## config.mk

```make
export PLATFORM = sky130hd
export DESIGN_NAME = serial_frame_capture
export DESIGN_NICKNAME = d
export VERILOG_FILES = /design/src/rtl/serial_frame_capture.sv
export SDC_FILE = /design/constraint.sdc
export NUM_CORES = 1
export LEC_CHECK = 0
export CORE_AREA = 5 5 61 63
export CTS_BUF_LIST = sky130_fd_sc_hd__clkbuf_4
export DETAILED_ROUTE_END_ITERATION = 6
export DIE_AREA = 0 0 66 68
export DONT_BUFFER_PORTS = 1
export HOLD_SLACK_MARGIN = 0.05
export PLACE_DENSITY = 0.63
export RECOVER_POWER = 25
export REMOVE_ABC_BUFFERS = 1
export SYNTH_ARGS = -nofsm -noshare
export SYNTH_HDL_FRONTEND = slang
export SYNTH_SLANG_ARGS = --single-unit
```

## constraint.sdc

```tcl
create_clock -name clk -period 4.01 [get_ports clk]
set_input_delay 1.0025 -clock clk [delete_from_list [all_inputs] [get_ports clk]]
set_output_delay 1.0025 -clock clk [all_outputs]
set_load 0.01 [all_outputs]
```

## src/rtl/serial_frame_capture.sv

```systemverilog
// -----------------------------------------------------------------------------
// serial_frame_capture
//
// Purpose:
//   Samples the serial line on every RShift pulse from the shift-pulse
//   generator and assembles a start/data/stop frame. When the generator
//   returns to idle, the block checks the frame. A good frame loads its
//   payload into a valid/ack holding register for the calculator's input
//   logic. Rejected frames and overruns are reported.
//
// Ports:
//   clk         system clock, rising edge
//   rst         synchronous active-high reset (clears all state)
//   rx_in       serial data line, already synchronised
//   RShift      one-cycle shift pulse from the pulse generator
//   st          generator state: 00 idle, 01 armed, 10 shift, 11 wait
//   data_ack    consumer takes data_out while data_valid=1
//   data_out    captured payload, LSB received first
//   data_valid  holding register full
//   frame_err   one-cycle pulse on a rejected frame
//   overrun     sticky: good frame arrived while an unacked byte was held
//   err_count   saturating count of rejected frames
//   busy        combinational, generator not idle
// -----------------------------------------------------------------------------
module serial_frame_capture #(
    parameter int FRAME_BITS = 10,
    parameter int DATA_BITS  = 8,   // must equal FRAME_BITS-2
    parameter int ERRW       = 8
) (
    input  logic                 clk,
    input  logic                 rst,
    input  logic                 rx_in,
    input  logic                 RShift,
    input  logic [1:0]           st,
    input  logic                 data_ack,
    output logic [DATA_BITS-1:0] data_out,
    output logic                 data_valid,
    output logic                 frame_err,
    output logic                 overrun,
    output logic [ERRW-1:0]      err_count,
    output logic                 busy
);

    localparam int CNTW = $clog2(FRAME_BITS + 1);
    localparam logic [CNTW-1:0] FULL_CNT = CNTW'(FRAME_BITS);

    typedef enum logic [1:0] {
        GEN_IDLE  = 2'b00,
        GEN_ARMED = 2'b01,
        GEN_SHIFT = 2'b10,
        GEN_WAIT  = 2'b11
    } gen_st_t;

    function automatic logic [ERRW-1:0] sat_inc(input logic [ERRW-1:0] v);
        return (&v) ? v : v + ERRW'(1);
    endfunction

    gen_st_t               st_q;
    logic [FRAME_BITS-1:0] shreg;
    logic [CNTW-1:0]       bit_cnt;
    logic                  len_err;

    logic frame_start;
    logic into_idle;
    logic frame_done;
    logic frame_abort;
    logic shift_en;
    logic len_over;
    logic frame_ok;
    logic good_frame;
    logic bad_frame;

    assign busy = (st != GEN_IDLE);

    // Event decode from the registered versus live generator state.
    assign frame_start = (st_q == GEN_IDLE) && (st == GEN_ARMED);
    assign into_idle   = (st_q != GEN_IDLE) && (st == GEN_IDLE);
    assign frame_done  = into_idle && (st_q == GEN_WAIT);
    assign frame_abort = into_idle && (st_q != GEN_WAIT);

    // Shifts stop once a full frame is held; any further pulse flags a
    // frame that was too long instead of corrupting the captured bits.
    assign shift_en = RShift && (st != GEN_IDLE) && (bit_cnt < FULL_CNT);
    assign len_over = RShift && (st != GEN_IDLE) && (bit_cnt == FULL_CNT);

    assign frame_ok = (bit_cnt == FULL_CNT) && !shreg[0]
                      && shreg[FRAME_BITS-1] && !len_err;

    assign good_frame = frame_done && frame_ok;
    // An abort with nothing captured yet is not counted as an error.
    assign bad_frame  = (frame_done && !frame_ok)
                        || (frame_abort && (bit_cnt != '0));

    // Capture: frame start discards any partial frame without an error.
    always_ff @(posedge clk) begin
        if (rst) begin
            st_q    <= GEN_IDLE;
            shreg   <= '0;
            bit_cnt <= '0;
            len_err <= 1'b0;
        end else begin
            st_q <= gen_st_t'(st);
            if (frame_start) begin
                shreg   <= '0;
                bit_cnt <= '0;
                len_err <= 1'b0;
            end else if (shift_en) begin
                shreg   <= {rx_in, shreg[FRAME_BITS-1:1]};
                bit_cnt <= bit_cnt + CNTW'(1);
            end else if (len_over) begin
                len_err <= 1'b1;
            end
        end
    end

    // Holding register and error reporting. A same-cycle ack consumes the
    // old byte, so a new byte loading alongside it is not an overrun.
    always_ff @(posedge clk) begin
        if (rst) begin
            data_out   <= '0;
            data_valid <= 1'b0;
            frame_err  <= 1'b0;
            overrun    <= 1'b0;
            err_count  <= '0;
        end else begin
            frame_err <= bad_frame;
            if (bad_frame) begin
                err_count <= sat_inc(err_count);
            end
            if (good_frame) begin
                data_out   <= shreg[FRAME_BITS-2:1];
                data_valid <= 1'b1;
                if (data_valid && !data_ack) begin
                    overrun <= 1'b1;
                end
            end else if (data_valid && data_ack) begin
                data_valid <= 1'b0;
            end
        end
    end

endmodule

```

==> flow_metrics.tcl, run 1 <==
set metrics [dict create \
    status "completed" \
    holdBufCountCts 0 \
    routed_via_density 5.27 \
    synth.most_common_cell "dfxtp_1" \
    crit_buf_inv 0 \
    grt_pass1_vias 1019 \
    syn_area_um2 1490 \
    grtUsageTotal_pct 13.4 \
    num_vias 1065 \
    slew_violations 0 \
    yosys_warnings 0 \
    cp_slowest_cell "or2_0" \
    synthCells 155 \
    worstPathArrival_ns 1.41 \
    reg2reg_depth 5 \
    dp_hpwl_um 1950 \
    fillers 318 \
    port_buffers 0 \
    rsz0062_at_grt "no" \
    stdcell_count 202 \
    critical_path.top_delay_family "simple AND/OR/NAND/NOR gates" \
    cts_buffer_depth 2 \
    crit_path_end_kind "primary output" \
    firstDrtPassIters 4 \
    path_clk_slew_ns 0.10 \
    ys.flop_type "dfxtp_1" \
    multiInputGateArea_um2 707 \
    rr_startpoint "err_count[0]" \
    worstMarginPinSlew_ns 0.952 \
    drtAntennaViolNets 0 \
    dp_cells 194 \
    r2r_slack_ns 1.89 \
    synth_edf_count 0 \
    ys_types 34 \
    cts_max_level 2 \
    cts_sinks 36 \
    cellLeakagePower_nw 0.656 \
    critPathMaxFanout 6 \
    critPathLaunchType "input port" \
    fp.dieArea_um2 4490 \
    peakVddDrop_uv 217 \
    grt_overflow_total 0 \
    yosysTopAreaCellShare_pct 48.4 \
    cp_cell_sequence "or2_0" \
    ys_ff_latch 36 \
    yosys-top-cells-count "dfxtp_1, nor2_1, mux2i_1, inv_1, nand3_1" \
    period_minus_slack_ns 2.42 \
    cp_num_cells 1 \
    area_growth_pct 6.73 \
    drt_iter0_markers 82 \
    regArea_um2 721 \
    power_density_nw_per_um2 402 \
    r2r_end "err_count[1]" \
    min_period_over_period_pct 60.2 \
    fp-row-count 21 \
    cp-endpoint "busy" \
    antenna_found_initial 0 \
    start_util_pct 46.8 \
    ios 27 \
    syn_avg_cell_area_um2 9.60 \
    slowest_delay_ns 0.41 \
    yosysSeqAreaShare_pct 48.4 \
    critPathRequiredTime_ns 3.01 \
    cts-root-buf "clkbuf_4" \
    grt_pass1_wl_um 4460 \
    die_h_um 68 \
    drive_gt1_share_pct 10.3 \
    synthTopCellsByArea "dfxtp_1, mux2i_1, nor2_1, ha_1, nand3_1" \
    wl_per_cell_um 13.5 \
    wl_um 2740 \
    fin_setup_tns_ns 0 \
    post-cts-setup-buffers 0 \
    tritoncts "built" \
    slew_headroom_pct 36.0 \
    die_w_um 66 \
    synth_top_area_cell "dfxtp_1" \
    place_congestion 0.836 \
    cts_made_buffers 5 \
    clock_latency_ns 0.32 \
    n_antenna_cell 0 \
    setup_viol 0 \
    grt_max_degree 23 \
    hold_class "reg2reg" \
    finalClockSkew_ns 0.00754 \
    synthArstFlopShare_pct 0 \
    hold_viol 0 \
    drc_errors 0 \
    fmax_ghz 0.414 \
    design.core.area_um2 3180 \
    post_cts_resized 0 \
    worstSetupPathType "in2out" \
    startpoint "st[0]" \
    nets 166 \
    max_cap_viol_count 0 \
]
[registers in the layout (all words and copies together) (netlist names)]
name,count
shreg,10
data_out,8
err_count,8
bit_cnt,4
st_q,2
data_valid,1
frame_err,1
len_err,1
overrun,1
[cell usage in the layout, fill, tap and decap left out, drive strengths merged, types with 2 or more instances in the layout]
cell,count
nor3,2
a31o,2
or4,4
dfxtp,36
o31ai,3
ha,4
clkbuf,5
nand3,6
inv,6
nor2,33
or3,3
o41ai,2
o21ai,2
nand2b,3
mux2i,19
nand2,4
or2,2
a21oi,5
[worst min-delay path by stage]
| stage | startpoint | to | slack (ns) | depth (start not counted) |
|---|---|---|---|---|
| floorplan | len_err | len_err | 0.44 | 2 |
| global placement | len_err | len_err | 0.47 | 2 |
| detailed placement | len_err | len_err | 0.48 | 2 |
| CTS | len_err | len_err | 0.50 | 2 |
| global route | len_err | len_err | 0.54 | 2 |
| finish | len_err | len_err | 0.50 | 2 |
[per-stage QoR]
stage	hold slack [ns]	area (µm²)	total power, W	setup slack (ns)	utilization [%]
floorplan	0.441	1450	0.000395	1.62	-
global placement	0.474	1510	0.000399	1.53	47.4
detailed placement	0.478	1510	0.000401	1.47	47.4
CTS	0.504	1590	0.000650	1.67	49.9
global route	0.541	1590	0.000669	1.55	49.9
finish	0.499	1590	0.000639	1.59	49.9
[kinds of logic (layout without fill, tap and decap cells)]
group | Yosys count | count (layout) | share of synthesized area, %
AO/OA/AOI/OAI | 21 | 21 | 11.2
XOR/XNOR | 2 | 2 | 1.18
adder cells (fa/ha/maj) | 4 | 4 | 3.36
buffers and inverters | 13 | 14 | 4.04
flip-flops | 36 | 36 | 48.4
multiplexers | 19 | 19 | 12.8
AND/OR/NAND/NOR | 60 | 60 | 19.0
[where the power goes]
part / switching [W] / internal (W)
sequential: 0.00000409 / 0.000362
combinational: 0.0000161 / 0.0000105
clock: 0.000117 / 0.000130
[tightest hold or removal path, stage by stage (launching register included)]
cell     delay (ns)
dfxtp_1        0.35
a41oi_1        0.05
nor2_1         0.08
[routing by layer]
metal	wire (µm)	vias up	GRT usage, %
li1	-	538	-
met2	1360	17	23.5
met1	1180	508	14.2
met5	0	-	0
met3	177	2	4.76
met4	21	0	6.85
[area by class of cell]
class	instances	area share, %
sequential	36	45.4
inverter	6	1.42
clock buffer	5	2.36
clock inverter	3	2.68
multi-input combinational	106	44.5
tap	46	3.62
No activity file was read; power rests on OpenSTA's default activity.
==> inputs of run 2 (changes only) <==
--- a/config.mk
+++ b/config.mk
@@ -11,7 +11,7 @@
 export DIE_AREA = 0 0 66 68
 export DONT_BUFFER_PORTS = 1
 export HOLD_SLACK_MARGIN = 0.05
-export PLACE_DENSITY = 0.63
+export PLACE_DENSITY = 0.66
 export RECOVER_POWER = 25
 export REMOVE_ABC_BUFFERS = 1
 export SYNTH_ARGS = -nofsm -noshare
==> constraint.sdc (replaced) <==
create_clock -name clk -period 2.2 [get_ports clk]
set_input_delay 0.55 -clock clk [delete_from_list [all_inputs] [get_ports clk]]
set_output_delay 0.55 -clock clk [all_outputs]
set_load 0.01 [all_outputs]
==> run 2 against run 1 <==
  * Worst setup slack got worse by 1.4 ns
  * Register-to-register slack got worse by 1.7 ns
  * Clock-buffer cell count did not move
  * Combinational power rose by 88%
  * Via count rose by 1.5%
  * Global-route usage barely moved
==> flow_metrics.tcl, run 2 (synthesized netlist as in run 1, its figures left out) <==
set metrics [dict create \
    crit_path_end_kind "flip-flop" \
    clkPwrFrac_pct 38.8 \
    critPathRequiredTime_ns 2.43 \
    utilization_pct 50.6 \
    layout_commonest_cell "dfxtp_1" \
    critPathMaxFanout 16 \
    grtUsageTotal_pct 13.3 \
    hold_viol 0 \
    ios 27 \
    post_cts_resized 0 \
    start_util_pct 46.8 \
    slew_headroom_pct 57.4 \
    num_vias 1081 \
    worstMarginPinSlew_ns 0.639 \
    wl_per_cell_um 13.5 \
    p_seq_share_pct 57.0 \
    grt_overflow_total 0 \
    hold_class "in2reg" \
    cts_buffer_depth 2 \
    internal_power_w 0.000917 \
    status "completed" \
    drc_errors 0 \
    critical_path.top_delay_family "compound AO/OA/AOI/OAI gates" \
    max_cap_viol_count 0 \
    crit_buf_inv 0 \
    worstPathArrival_ns 2.20 \
    fin_worst_hold_slack_ns 0.271 \
    slowest_delay_ns 0.55 \
    grt_pass1_wl_um 4610 \
    routed_via_density 5.27 \
    die_h_um 68 \
    tritoncts "built" \
    swShare_pct 21.7 \
    min_period_over_period_pct 89.7 \
    cp_slowest_cell "a22oi_2" \
    pwr-share-comb_pct 4.3 \
    critPathLaunchType "flip-flop" \
    peakVddDrop_uv 414 \
    slew_violations 0 \
    cts_made_buffers 5 \
    area_growth_pct 8.24 \
    fin_ws_ns 0.227 \
    cts_max_level 2 \
    drive_gt1_share_pct 11.3 \
    most-common-layout-cells "dfxtp_1, nor2_1, mux2i_1" \
    grt_pass1_vias 1083 \
    holdBufCountCts 0 \
    n_antenna_cell 0 \
    nets 169 \
    fillers 304 \
    fp.dieArea_um2 4490 \
    power_density_nw_per_um2 727 \
    drtAntennaViolNets 0 \
    drt_iter0_markers 61 \
    post-cts-setup-buffers 0 \
    rsz0062_at_grt "no" \
    die_w_um 66 \
    finalClockSkew_ns 0.00947 \
    port_buffers 0 \
    grt_max_degree 23 \
    dp_hpwl_um 1980 \
    setup_viol 0 \
    antenna_found_initial 0 \
    cellLeakagePower_nw 0.671 \
    dp_slack_ns 0.166 \
    place_congestion 0.799 \
    period_minus_slack_ns 1.97 \
    top_register "shreg" \
    top_regs "shreg x10, data_out x8, err_count x8" \
    fp-row-count 21 \
    fin_setup_tns_ns 0 \
    design.core.area_um2 3180 \
    largest_register_ffs 10 \
    cp_cell_sequence "ha_1 > and3b_1 > nand3_1 > a22oi_2 > nor3_1 > o221a_2" \
    worstSetupPathType "reg2reg" \
    clock_latency_ns 0.33 \
    fmax_ghz 0.507 \
    path_clk_slew_ns 0.11 \
    firstDrtPassIters 4 \
    cts-root-buf "clkbuf_4" \
    p_sw_w 0.000253 \
    cts_sinks 36 \
    wl_um 2770 \
]
run 2: per-layer routing:
layer | vias up | global-route usage, % | part of all wire, %
met4 | 0 | 6.35 | 1.3
met1 | 502 | 14.5 | 41
met5 | - | 0 | 0
met2 | 23 | 23.0 | 50
li1 | 552 | - | -
met3 | 4 | 4.93 | 7.5
run 2: power groups by stage:
| stage | logic, W | clock network [W] | registers (W) |
|---|---|---|---|
| global placement | 0.0000493 | 0 | 0.000681 |
| floorplan | 0.0000400 | 0 | 0.000680 |
| CTS | 0.0000510 | 0.000472 | 0.000667 |
| global route | 0.0000552 | 0.000498 | 0.000668 |
| detailed placement | 0.0000507 | 0 | 0.000681 |
| finish | 0.0000502 | 0.000453 | 0.000666 |
run 2: worst register-to-register path: stages, from the launching register on:
cell and delay (ns):
dfxtp_1 0.45, ha_1 0.18, and3b_1 0.17, nand3_1 0.11
a22oi_2 0.55, nor3_1 0.14, o221a_2 0.29
run 2: cell type report:
type                    instances  area (µm²)  area share (%)
multi-input cells             106         707            43.9
flip-flops and latches         36         721            44.8
repair buffers                  3        22.5            1.40
clock inverters                 3        42.5            2.64
clock buffers                   5        37.5            2.33
well taps                      46        57.6            3.57
inverters                       6        22.5            1.40
run 2: worst paths after layout:
check             slack, ns  cells past startpoint       start           end
setup / recovery       0.23                      6  bit_cnt[1]  err_count[6]
hold / removal         0.27                      1         rst   data_out[5]
setup reg to reg       0.23                      6  bit_cnt[1]  err_count[6]
hold reg to reg        0.49                      2     len_err       len_err
run 2: through the flow:
step                instance area, µm²  total power, W  cells
global placement                  1530        0.000730    197
CTS                               1610         0.00119    205
global route                      1610         0.00122    205
finish                            1610         0.00117    205
detailed placement                1530        0.000732    197
floorplan                         1450        0.000720    148
